==> src/rtl/z16_instr_encoder.sv <==
// Z16 instruction encoder/loader: packs field beats into 16-bit words and writes them to
// instruction memory in bursts. Optional immediate range checking: Z16_ENC_RANGE_CHECK_EN.
module z16_instr_encoder #(
   parameter int ADDR_W = 16
) (
   input  logic              i_clk,
   input  logic              i_rst,
   input  logic              i_start,
   input  logic [ADDR_W-1:0] i_base_addr,
   input  logic [ADDR_W-1:0] i_count,
   input  logic              i_valid,
   output logic              o_ready,
   input  logic [3:0]        i_opcode,
   input  logic [3:0]        i_rd,
   input  logic [3:0]        i_rs1,
   input  logic [3:0]        i_rs2,
   input  logic [15:0]       i_imm,
   output logic              o_mem_wen,
   output logic [ADDR_W-1:0] o_mem_addr,
   output logic [15:0]       o_mem_wdata,
   input  logic              i_mem_ready,
   output logic              o_busy,
   output logic              o_done,
   output logic              o_err,
   output logic [ADDR_W-1:0] o_err_addr,
   output logic [1:0]        o_state
);

   // Handshakes: a beat transfers when i_valid && o_ready; a write completes when
   // o_mem_wen && i_mem_ready. Write request fields stay stable until completion.
   typedef enum logic [1:0] {S_IDLE, S_RUN, S_DONE, S_ERR} state_t;

   state_t            state_q, state_d;
   logic [ADDR_W-1:0] addr_q, addr_d;
   logic [ADDR_W-1:0] rem_q, rem_d;
   logic [ADDR_W-1:0] out_addr_q, out_addr_d;
   logic [ADDR_W-1:0] err_addr_q, err_addr_d;
   logic              out_valid_q, out_valid_d;
   logic [15:0]       out_data_q, out_data_d;

   logic [15:0] enc_word;
   logic        beat_bad;
   logic        accept;
   logic        drain;

   always_comb begin
      enc_word = {i_rs2, i_rs1, i_rd, i_opcode};
      beat_bad = 1'b0;
      case (i_opcode)
         4'h9: begin
            enc_word = {i_imm[7:0], i_rd, i_opcode};
            beat_bad = (i_rs1 != i_rd);
`ifdef Z16_ENC_RANGE_CHECK_EN
            if (i_imm[15:7] != {9{i_imm[7]}}) beat_bad = 1'b1;
`endif
         end
         4'hA: begin
            enc_word = {i_imm[3:0], i_rs1, i_rd, i_opcode};
`ifdef Z16_ENC_RANGE_CHECK_EN
            if (i_imm[15:3] != {13{i_imm[3]}}) beat_bad = 1'b1;
`endif
         end
         4'hB: begin
            enc_word = {i_rs2, i_rs1, i_imm[3:0], i_opcode};
`ifdef Z16_ENC_RANGE_CHECK_EN
            if (i_imm[15:3] != {13{i_imm[3]}}) beat_bad = 1'b1;
`endif
         end
         default: ;
      endcase
   end

   assign drain   = out_valid_q && i_mem_ready;
   assign o_ready = (state_q == S_RUN) && (rem_q != '0) && (!out_valid_q || i_mem_ready);
   assign accept  = o_ready && i_valid;

   always_comb begin
      state_d     = state_q;
      addr_d      = addr_q;
      rem_d       = rem_q;
      out_valid_d = out_valid_q;
      out_addr_d  = out_addr_q;
      out_data_d  = out_data_q;
      err_addr_d  = err_addr_q;
      // The output register drains in every state so a word accepted before an error completes.
      if (drain) out_valid_d = 1'b0;
      case (state_q)
         S_RUN: begin
            if (accept) begin
               if (beat_bad) begin
                  err_addr_d = addr_q;
                  rem_d      = '0;
                  state_d    = S_ERR;
               end else begin
                  out_valid_d = 1'b1;
                  out_addr_d  = addr_q;
                  out_data_d  = enc_word;
                  addr_d      = addr_q + 1'b1;
                  rem_d       = rem_q - 1'b1;
               end
            end else if ((rem_q == '0) && drain) begin
               state_d = S_DONE;
            end
         end
         default: begin
            if (i_start) begin
               addr_d     = i_base_addr;
               rem_d      = i_count;
               err_addr_d = '0;
               state_d    = (i_count == '0) ? S_DONE : S_RUN;
            end
         end
      endcase
   end

   always_ff @(posedge i_clk or posedge i_rst) begin
      if (i_rst) begin
         state_q     <= S_IDLE;
         addr_q      <= '0;
         rem_q       <= '0;
         out_valid_q <= 1'b0;
         out_addr_q  <= '0;
         out_data_q  <= '0;
         err_addr_q  <= '0;
      end else begin
         state_q     <= state_d;
         addr_q      <= addr_d;
         rem_q       <= rem_d;
         out_valid_q <= out_valid_d;
         out_addr_q  <= out_addr_d;
         out_data_q  <= out_data_d;
         err_addr_q  <= err_addr_d;
      end
   end

   assign o_mem_wen   = out_valid_q;
   assign o_mem_addr  = out_addr_q;
   assign o_mem_wdata = out_data_q;
   assign o_busy      = (state_q == S_RUN);
   assign o_done      = (state_q == S_DONE);
   assign o_err       = (state_q == S_ERR);
   assign o_err_addr  = err_addr_q;
   assign o_state     = state_q;

endmodule

==> config.mk <==
export PLATFORM = sky130hd
export DESIGN_NAME = z16_instr_encoder
export DESIGN_NICKNAME = d
export VERILOG_FILES = /design/src/rtl/z16_instr_encoder.sv
export SDC_FILE = /design/constraint.sdc
export NUM_CORES = 1
export LEC_CHECK = 0
export CAP_MARGIN = 20
export CELL_PAD_IN_SITES_DETAIL_PLACEMENT = 0
export CELL_PAD_IN_SITES_GLOBAL_PLACEMENT = 1
export CORE_ASPECT_RATIO = 0.75
export CORE_MARGIN = 8
export CORE_UTILIZATION = 39
export CTS_BUF_LIST = sky130_fd_sc_hd__clkbuf_4 sky130_fd_sc_hd__clkbuf_8
export DETAILED_ROUTE_END_ITERATION = 10
export GPL_TIMING_DRIVEN = 0
export MAX_ROUTING_LAYER = met4
export PLACE_DENSITY_LB_ADDON = 0.08
export SYNTH_ARGS = -nofsm -noshare
export SYNTH_HDL_FRONTEND = slang
export SYNTH_SLANG_ARGS = --single-unit
==> constraint.sdc <==
create_clock -name i_clk -period 4.45 [get_ports i_clk]
set_input_delay 0.89 -clock i_clk [delete_from_list [all_inputs] [get_ports i_clk]]
set_output_delay 0.89 -clock i_clk [all_outputs]
set_load 0.01 [all_outputs]
==> flow_metrics.tcl <==
set metrics [dict create \
    fin_nets 684 \
    cts_tree "done" \
    initial_core_util_pct 40.03 \
    required_ns 3.56 \
    synth_warnings 0 \
    ios 124 \
    async_flop_share_pct 100.0 \
    die_w_microns 138.1 \
    skew_ns 0.01210 \
    cts_hold_buffers 0 \
    place_congestion 0.9383 \
    rsz0062_at_grt "no" \
    synth_edf_count 0 \
    ys_seq_area_share_pct 47.61 \
    core-area_sq_um 10900 \
    critPathMaxFanout 10 \
    cts-root-buf "clkbuf_8" \
    synth_area_sq_um 4363 \
    max_cap_violations 0 \
    post_cts_resized 0 \
    status "completed" \
    h-tree-depth 3 \
    finalMaxSlewViolations 0 \
    ys.flop_type "dfrtp_1" \
    post-cts-setup-buffer-count 0 \
    ant_nets 0 \
    whs_ns 0.4791 \
    drt-total-wl_microns 15250 \
    synthTopCellsByCount "nand2_1, dfrtp_1, o21ai_0" \
    post-route-period-util_pct 88.19 \
    period_needed_ns 3.924 \
    grt_pass1_wl_microns 24070 \
    ys_types 55 \
    synth_top_area_cell "dfrtp_1" \
    wl_per_cell_microns 20.19 \
    max_stage_delay_ns 0.56 \
    finalPower_uw 3420 \
    synthToLayoutAreaGrowth_pct 35.27 \
    insertion_delay_ns 0.36 \
    start_kind "register" \
    grt_usage_pct 21.06 \
    synth_top_area_share_pct 47.61 \
    clockBufferDepth 2 \
    max_freq_mhz 254.8 \
    crit_type "register to primary output" \
    dieArea_sq_um 14860 \
    synthTopCellsByArea "dfrtp_1, nand2_1, o21ai_0" \
    hpwl_microns 11350 \
    synthesis.nets 559 \
    synthCells 488 \
    finalHoldViolCount 0 \
    final_area_sq_um 5902 \
    drc 0 \
    end_kind "primary output" \
    crit_family "buffers and inverters" \
    ys_ff_latch 83 \
    grt_max_degree 66 \
    die_y_microns 107.6 \
    hold_class "register to register" \
    grt_pass1_vias 4192 \
    numCtsBuffers 9 \
    io_buffers 113 \
    tightest_slew_ns 0.9773 \
    ir_drop_uv 297.8 \
    setup-tns-final_ns 0 \
    placed_area_sq_um 5699 \
    vias 4316 \
    synth_most_common_cell "nand2_1" \
    p_leak_uw 0.002528 \
    overflow 0 \
    clkTransAtPathRegs_ns 0.08 \
    setup-violations-final 0 \
    crit_slowest_cell "clkdlybuf4s50_1" \
    powerDensity_nw_per_um2 579.4 \
    relSlewSlack_pct 34.25 \
    drive_gt1_share_pct 6.992 \
    syn_area_per_cell_sq_um 8.940 \
    dr.pass1.iters 5 \
    antenna_found_initial 0 \
    drt_iter0_markers 373 \
    antennaDiodeCount 0 \
    cp.buffers_inverters 4 \
    worstPathCellList "nand2b_1, inv_1, clkbuf_1, buf_1, nand2_1, nor2_1, clkdlybuf4s50_1" \
    rows 33 \
    critPathArrivalTime_ns 3.03 \
    numClockSinks 83 \
    drt-vias-per-instance 5.717 \
]
placed cells by master, fill, tap and decap left out, types with 12 or more instances in the layout:
master	instances
nand2_1	93
nor2_1	22
clkbuf_1	19
nor3_1	14
o22ai_1	12
nand3_1	14
inv_1	13
a22o_1	20
nor4_1	12
o21ai_0	40
clkdlybuf4s50_1	113
dfrtp_1	83
a21oi_1	37
worst paths after layout:
check | slack (ns) | from | end | depth (start not counted)
setup / recovery | 0.53 | o_state[1]$_DFFE_PP0P_ | o_ready | 7
hold / removal | 0.48 | o_mem_addr[8]$_DFFE_PP0P_ | o_mem_addr[8]$_DFFE_PP0P_ | 2
setup reg to reg | 1.54 | rem_q[0]$_DFFE_PP0P_ | o_err_addr[7]$_DFFE_PP0P_ | 8
hold reg to reg | 0.48 | o_mem_addr[8]$_DFFE_PP0P_ | o_mem_addr[8]$_DFFE_PP0P_ | 2
max in group asynchronous | 3.01 | i_rst | o_mem_addr[8]$_DFFE_PP0P_ | 3
min in group asynchronous | 0.83 | i_rst | rem_q[6]$_DFFE_PP0P_ | 2
tightest hold or removal path, stage by stage (launching register included):
cell     delay [ns]
dfrtp_1        0.34
nand2_1        0.05
nand2_1        0.05
power by group:
group	total [uW]	internal (uW)	leakage (uW)	switching, uW
clock	587	321	0.000104	265
combinational	1460	724	0.00142	738
sequential	1370	1070	0.00101	296
total	3420	2120	0.00253	1300
area by class of cell:
cell class	instances	area [sq um]
fillers	999	4999
plain buffers	38	201.4
clock inverters	3	65.06
multi-input cells	353	2032
repair buffers	114	1159
inverters	14	55.05
well taps	140	175.2
flip-flops and latches	83	2077
clock buffers	10	137.6
flip-flops by register name, summed over array words and instances, names as in the netlist:
register and cells:
addr_q 16, o_err_addr 16, o_mem_addr 16, o_mem_wdata 16
rem_q 16, o_state 2, o_mem_wen 1
cell families (layout without fill, tap and decap cells):
| family | Yosys count | after routing | synth area share [%] |
|---|---|---|---|
| and+or+nand+nor | 186 | 186 | 20.16 |
| AOI/OAI and AO/OA | 153 | 153 | 23.20 |
| DFF | 83 | 83 | 47.61 |
| buffers and inverters | 52 | 179 | 5.822 |
| muxes | 8 | 8 | 1.835 |
| xor gates and xnor gates | 4 | 4 | 0.8029 |
| adders and majority gates | 2 | 2 | 0.5735 |
metal layers:
metal  routed length [microns]  global-route usage, %  part of all wire (%)  up-vias
li1                          -                      -                     -     2016
met1                      7792                  30.74                    51     2112
met2                      6199                  27.81                    41      176
met3                      1105                  5.996                   7.2       12
met4                       149                  4.486                  0.98        0
met5                         0                      -                     0        -
per-stage QoR:
stage	util [%]	instances	worst slack (ns)
final	54.14	755	0.5258
after global routing	54.14	755	0.2518
after CTS	54.14	755	0.5347
after detailed placement	52.28	742	0.9341
after global placement	52.01	741	-0.05068
after floorplan	-	488	1.423
No activity file was read; power rests on OpenSTA's default activity.
